===== src/rtl/armleocpu_store_unit_if.sv =====
// AW/W/B write-channel bundle (AXI4-Lite subset) between the store unit and the data bus.
interface armleocpu_store_unit_if #(
  parameter int ADDR_WIDTH = 34
);
  logic                  m_awvalid;
  logic                  m_awready;
  logic [ADDR_WIDTH-1:0] m_awaddr;
  logic                  m_wvalid;
  logic                  m_wready;
  logic [31:0]           m_wdata;
  logic [3:0]            m_wstrb;
  logic                  m_bvalid;
  logic                  m_bready;
  logic [1:0]            m_bresp;

  modport master (
    output m_awvalid, m_awaddr, m_wvalid, m_wdata, m_wstrb, m_bready,
    input  m_awready, m_wready, m_bvalid, m_bresp
  );

  modport slave (
    input  m_awvalid, m_awaddr, m_wvalid, m_wdata, m_wstrb, m_bready,
    output m_awready, m_wready, m_bvalid, m_bresp
  );
endinterface


===== src/rtl/armleocpu_store_unit.sv =====
// Single-outstanding store sequencer: execute-stage request -> AW/W/B write channels.
// Optional saturating store/error counters when ARMLEOCPU_STORE_UNIT_STATS_EN is defined.
module armleocpu_store_unit #(
  parameter int ADDR_WIDTH = 34
) (
  input  logic                  clk,
  input  logic                  rst,
  input  logic                  req_valid,
  output logic                  req_ready,
  input  logic [ADDR_WIDTH-1:0] req_addr,
  input  logic [1:0]            req_type,
  input  logic [31:0]           req_data,
  output logic                  resp_valid,
  output logic [1:0]            resp_status,
  output logic                  busy,
`ifdef ARMLEOCPU_STORE_UNIT_STATS_EN
  output logic [31:0]           stat_store_count,
  output logic [15:0]           stat_error_count,
`endif
  armleocpu_store_unit_if.master bus
);

  typedef enum logic [1:0] {
    IDLE   = 2'd0,
    ISSUE  = 2'd1,
    WAIT_B = 2'd2
  } state_t;

  localparam logic [1:0] ST_OK         = 2'd0;
  localparam logic [1:0] ST_MISALIGNED = 2'd1;
  localparam logic [1:0] ST_UNKNOWN    = 2'd2;
  localparam logic [1:0] ST_BUS_ERROR  = 2'd3;

  state_t                state_q, state_d;
  logic                  awvalid_q, awvalid_d;
  logic                  wvalid_q, wvalid_d;
  logic                  bready_q, bready_d;
  logic                  resp_valid_q, resp_valid_d;
  logic [1:0]            resp_status_q, resp_status_d;
  logic [ADDR_WIDTH-1:0] awaddr_q, awaddr_d;
  logic [31:0]           wdata_q, wdata_d;
  logic [3:0]            wstrb_q, wstrb_d;
  logic                  misaligned;

  assign misaligned = ((req_type == 2'd2) && (req_addr[1:0] != 2'b00)) ||
                      ((req_type == 2'd1) && req_addr[0]);

  assign req_ready   = (state_q == IDLE);
  assign busy        = (state_q != IDLE);
  assign resp_valid  = resp_valid_q;
  assign resp_status = resp_status_q;

  assign bus.m_awvalid = awvalid_q;
  assign bus.m_awaddr  = awaddr_q;
  assign bus.m_wvalid  = wvalid_q;
  assign bus.m_wdata   = wdata_q;
  assign bus.m_wstrb   = wstrb_q;
  assign bus.m_bready  = bready_q;

  always_ff @(posedge clk) begin
    if (rst) begin
      state_q       <= IDLE;
      awvalid_q     <= 1'b0;
      wvalid_q      <= 1'b0;
      bready_q      <= 1'b0;
      resp_valid_q  <= 1'b0;
      resp_status_q <= 2'd0;
      awaddr_q      <= '0;
      wdata_q       <= 32'd0;
      wstrb_q       <= 4'd0;
    end else begin
      state_q       <= state_d;
      awvalid_q     <= awvalid_d;
      wvalid_q      <= wvalid_d;
      bready_q      <= bready_d;
      resp_valid_q  <= resp_valid_d;
      resp_status_q <= resp_status_d;
      awaddr_q      <= awaddr_d;
      wdata_q       <= wdata_d;
      wstrb_q       <= wstrb_d;
    end
  end

  always_comb begin
    state_d       = state_q;
    awvalid_d     = awvalid_q;
    wvalid_d      = wvalid_q;
    bready_d      = bready_q;
    resp_valid_d  = 1'b0;
    resp_status_d = resp_status_q;
    awaddr_d      = awaddr_q;
    wdata_d       = wdata_q;
    wstrb_d       = wstrb_q;

    case (state_q)
      IDLE: begin
        if (req_valid) begin
          // Unknown type wins over misalignment; both complete without touching the bus.
          if (req_type == 2'd3) begin
            resp_valid_d  = 1'b1;
            resp_status_d = ST_UNKNOWN;
          end else if (misaligned) begin
            resp_valid_d  = 1'b1;
            resp_status_d = ST_MISALIGNED;
          end else begin
            state_d   = ISSUE;
            awvalid_d = 1'b1;
            wvalid_d  = 1'b1;
            awaddr_d  = {req_addr[ADDR_WIDTH-1:2], 2'b00};
            wdata_d   = req_data << {req_addr[1:0], 3'b000};
            case (req_type)
              2'd0:    wstrb_d = 4'b0001 << req_addr[1:0];
              2'd1:    wstrb_d = 4'b0011 << req_addr[1:0];
              default: wstrb_d = 4'b1111;
            endcase
          end
        end
      end

      ISSUE: begin
        // AW and W retire independently; move on only once both have handshaken.
        awvalid_d = awvalid_q && !bus.m_awready;
        wvalid_d  = wvalid_q && !bus.m_wready;
        if (!awvalid_d && !wvalid_d) begin
          state_d  = WAIT_B;
          bready_d = 1'b1;
        end
      end

      WAIT_B: begin
        if (bus.m_bvalid && bready_q) begin
          state_d       = IDLE;
          bready_d      = 1'b0;
          resp_valid_d  = 1'b1;
          resp_status_d = bus.m_bresp[1] ? ST_BUS_ERROR : ST_OK;
        end
      end

      default: state_d = IDLE;
    endcase
  end

`ifdef ARMLEOCPU_STORE_UNIT_STATS_EN
  always_ff @(posedge clk) begin
    if (rst) begin
      stat_store_count <= 32'd0;
      stat_error_count <= 16'd0;
    end else if (resp_valid_q) begin
      if (resp_status_q == ST_OK) begin
        if (stat_store_count != 32'hFFFF_FFFF) stat_store_count <= stat_store_count + 32'd1;
      end else begin
        if (stat_error_count != 16'hFFFF) stat_error_count <= stat_error_count + 16'd1;
      end
    end
  end
`endif

endmodule


===== src/flat_wrapper.sv =====
// flat-port wrapper written by rule: the top's interface ports become plain ports
module armleocpu_store_unit_flat 
#(
  parameter int ADDR_WIDTH = 34
)
  (clk, rst, req_valid, req_ready, req_addr, req_type, req_data, resp_valid, resp_status, busy, bus_m_awvalid, bus_m_awaddr, bus_m_wvalid, bus_m_wdata, bus_m_wstrb, bus_m_bready, bus_m_awready, bus_m_wready, bus_m_bvalid, bus_m_bresp);
  armleocpu_store_unit_if #(.ADDR_WIDTH(ADDR_WIDTH)) bus_i ();
  input  logic clk;
  input  logic rst;
  input  logic req_valid;
  output logic req_ready;
  input  logic [ADDR_WIDTH-1:0] req_addr;
  input  logic [1:0] req_type;
  input  logic [31:0] req_data;
  output logic resp_valid;
  output logic [1:0] resp_status;
  output logic busy;
  output wire logic [$bits(bus_i.m_awvalid)-1:0] bus_m_awvalid;
  output wire logic [$bits(bus_i.m_awaddr)-1:0] bus_m_awaddr;
  output wire logic [$bits(bus_i.m_wvalid)-1:0] bus_m_wvalid;
  output wire logic [$bits(bus_i.m_wdata)-1:0] bus_m_wdata;
  output wire logic [$bits(bus_i.m_wstrb)-1:0] bus_m_wstrb;
  output wire logic [$bits(bus_i.m_bready)-1:0] bus_m_bready;
  input wire logic [$bits(bus_i.m_awready)-1:0] bus_m_awready;
  input wire logic [$bits(bus_i.m_wready)-1:0] bus_m_wready;
  input wire logic [$bits(bus_i.m_bvalid)-1:0] bus_m_bvalid;
  input wire logic [$bits(bus_i.m_bresp)-1:0] bus_m_bresp;
  assign bus_m_awvalid = bus_i.m_awvalid;
  assign bus_m_awaddr = bus_i.m_awaddr;
  assign bus_m_wvalid = bus_i.m_wvalid;
  assign bus_m_wdata = bus_i.m_wdata;
  assign bus_m_wstrb = bus_i.m_wstrb;
  assign bus_m_bready = bus_i.m_bready;
  assign bus_i.m_awready = bus_m_awready;
  assign bus_i.m_wready = bus_m_wready;
  assign bus_i.m_bvalid = bus_m_bvalid;
  assign bus_i.m_bresp = bus_m_bresp;
  armleocpu_store_unit #(.ADDR_WIDTH(ADDR_WIDTH)) u_core (.clk(clk), .rst(rst), .req_valid(req_valid), .req_ready(req_ready), .req_addr(req_addr), .req_type(req_type), .req_data(req_data), .resp_valid(resp_valid), .resp_status(resp_status), .busy(busy), .bus(bus_i));
endmodule

===== config.mk =====
export PLATFORM = sky130hd
export DESIGN_NAME = armleocpu_store_unit_flat
export DESIGN_NICKNAME = d
export VERILOG_FILES = /design/src/rtl/armleocpu_store_unit_if.sv /design/src/rtl/armleocpu_store_unit.sv /design/src/flat_wrapper.sv
export SDC_FILE = /design/constraint.sdc
export NUM_CORES = 1
export LEC_CHECK = 0
export BUFFER_PORTS_ARGS = -buffer_cell sky130_fd_sc_hd__buf_2
export CELL_PAD_IN_SITES_DETAIL_PLACEMENT = 2
export CELL_PAD_IN_SITES_GLOBAL_PLACEMENT = 2
export CORE_ASPECT_RATIO = 1.2
export CORE_MARGIN = 4
export CORE_UTILIZATION = 25
export CTS_CLUSTER_DIAMETER = 120
export CTS_CLUSTER_SIZE = 30
export DETAILED_ROUTE_END_ITERATION = 6
export PLACE_DENSITY = 0.77
export SYNTH_ARGS = -nofsm -noshare
export SYNTH_HDL_FRONTEND = slang
export SYNTH_SLANG_ARGS = --single-unit

===== constraint.sdc =====
create_clock -name clk -period 2.9 [get_ports clk]
set_input_delay 0.145 -clock clk [delete_from_list [all_inputs] [get_ports clk]]
set_output_delay 0.145 -clock clk [all_outputs]
set_load 0.02 [all_outputs]

==> reports/metrics.yaml <==
gp_congestion: 0.732
hold_class: "primary input to register"
grt_max_degree: 77
dpl.hpwl_um: 9780
drtIter0Drc: 132
syn2layout_area_growth_pct: 36.3
maxSlewHeadroom_pct: 37.4
netlist_area_um2: 3360
instances_no_fill: 725
drt_pass1_iterations: 4
cts_tree: "yes"
antenna_found_initial: 1
crit_buf_inv: 2
synth_edf_count: 0
grt_pass1_vias: 3846
placed_area_um2: 4230
grt_usage_pct: 17.2
crit_fanout: 21
synth_top_area_share_pct: 45.3
syn_area_per_cell_um2: 8.07
cts_buffer_depth: 2
yosysSeqAreaShare_pct: 45.3
crit_arrival_ps: 2300
grt_pass1_wl_um: 20700
drv_slew: 0
coreArea_um2: 13200
chipHeight_um: 135
ant_nets: 0
critPathTopFamily: "simple AND/OR/NAND/NOR gates"
fin_crit_sh_pct: 70.8
clock_skew_ps: 6.27
io_pins: 154
hold_buffers: 0
synthTopCellsByArea: "dfxtp_1 45%, nand2_1 11%, a21oi_1 9.4%"
async_reset_ff_share_pct: 0
fmax_mhz: 487
cts_root_buf: "clkbuf_16"
synthDistinctLibCells: 35
cts_resized: 0
syn_inst: 416
yosysMostFrequentCell: "nand2_1"
fillerInstances: 1532
drive_gt1_share_pct: 33.3
dieArea_um2: 15300
vias: 3485
power_leakage_nw: 2.05
via_per_inst: 4.81
clock-sinks: 76
crit_chain: "inv_1 -> ha_1 -> nand2_1 -> and3b_2 -> buf_4 -> o211ai_1 -> a21oi_1"
clkTransAtPathRegs_ps: 60
hold_viol: 0
cap_violations: 0
netlist_top_cells_count: "101 x nand2_1, 76 x dfxtp_1, 63 x a21oi_1"
io_buffer_count: 150
worst_pin_slew_ps: 939
row_count: 46
cts.htree.levels: 3
fin_tns_setup_ps: 0
timing.final.ws_setup_ps: 847
yosys.area.top_type: "dfxtp_1"
fin_area_um2: 4570
cp-end-kind: "register"
finalSetupViolCount: 0
ir_drop_mv: 0.215
synth_seq_cells: 76
drc: 0
overflow: 0
clk_latency_ps: 330
p_per_area_nw_per_um2: 643
pre_cts_slack_ps: 821
synthFlopType: "dfxtp_1"
synth_warnings: 0
numCtsBuffers: 9
cp-start-kind: "register"
layout.nets: 631
cts_setup_buffers: 0
routed_wire_length_per_instance_um: 18.3
die_w_um: 114
max_stage_delay_ps: 400
start_util_pct: 25.5
fin_crit_ps: 2050
routed_wl_um: 13200
crit_required_ps: 3150
path_class: "register to register"
place_inst: 708
rsz0062_at_grt: "false"
status: "finished clean"
critPathSlowestCell: "and3b_2"
layer usage:
| metal | part of all wire (%) | routed length [um] | GRT usage (%) | up-vias |
|---|---|---|---|---|
| met5 | 0.068 | 9 | 0 | - |
| met4 | 1.2 | 154 | 5.01 | 2 |
| met3 | 7.8 | 1030 | 5.42 | 15 |
| met2 | 51 | 6750 | 30.5 | 106 |
| met1 | 40 | 5290 | 19.7 | 1681 |
| li1 | - | - | - | 1681 |
cells by family after synthesis:
logic type,after synthesis,share of synthesized area [%]
adder cells (fa/ha/maj),4,1.49
AND/OR/NAND/NOR,170,21.8
flip-flops,76,45.3
AO/OA/AOI/OAI,97,17.2
buffers and inverters,43,6.30
other,1,0.112
multiplexers,25,7.76
through the flow:
stage                     total power (W)  utilization [%]  hold WS, ps
after CTS                         0.00299             34.7         13.2
final                             0.00294             34.7         29.0
after global placement            0.00168             32.1          357
after detailed placement          0.00170             32.1          373
after global routing              0.00309             34.7         31.4
after floorplan                   0.00148                -          252
worst reg2reg max path: stages, from the launching register on:
cell and delay, ps:
dfxtp_1 340, inv_1 100, ha_1 370, nand2_1 150, and3b_2 400, buf_4 310
o211ai_1 150, a21oi_1 160
power by group:
group,switching [W],total (W),internal [W]
Combinational,0.000339,0.000526,0.000187
Sequential,0.0000354,0.00114,0.00111
Clock,0.000447,0.00127,0.000825
Total,0.000821,0.00294,0.00212
registers in the layout, summed over array words and instances, names as in the netlist, 2 cells and up:
signal,count
u_core.bus.m_awaddr,32
u_core.bus.m_wdata,32
u_core.bus.m_wstrb,4
u_core.resp_status,2
u_core.state_q,2
layout make-up:
| cell class | instances | area (um^2) | share of cell area [%] |
|---|---|---|---|
| clock buffer | 13 | 270 | 5.91 |
| antenna | 1 | 2.50 | 0.0547 |
| inverter | 8 | 30.0 | 0.656 |
| tap | 168 | 210 | 4.60 |
| clock inverter | 3 | 67.6 | 1.48 |
| sequential | 76 | 1520 | 33.3 |
| multi-input combinational | 298 | 1640 | 35.8 |
| timing repair buffer | 158 | 836 | 18.3 |
cells in the final DEF, fill, tap and decap left out, drive strengths merged, types with 2 or more instances in the layout:
cell type / count
a41o: 2
or3: 8
mux2: 8
nand2: 101
a31oi: 3
ha: 4
mux2i: 17
clkbuf: 13
o21ai: 6
a211oi: 9
nor3: 15
nand3: 10
inv: 8
conb: 2
o211ai: 9
nor2: 23
nor2b: 5
nand2b: 4
a21oi: 63
buf: 158
dfxtp: 76
bufinv: 2
final timing paths:
check | from | end | slack, ps | cells after the start
max | u_core.state_q[0]$_SDFFE_PP0P_ | u_core.bus.m_wdata[27]$_SDFFE_PP0P_ | 850 | 7
min | bus_m_wready | u_core.bus.m_wvalid$_SDFFE_PP0P_ | 30 | 2
min reg2reg | u_core.bus.m_wdata[9]$_SDFFE_PP0P_ | u_core.bus.m_wdata[9]$_SDFFE_PP0P_ | 450 | 2
max reg2reg | u_core.state_q[0]$_SDFFE_PP0P_ | u_core.bus.m_wdata[27]$_SDFFE_PP0P_ | 850 | 7
Power figures use the tool's default switching activity.
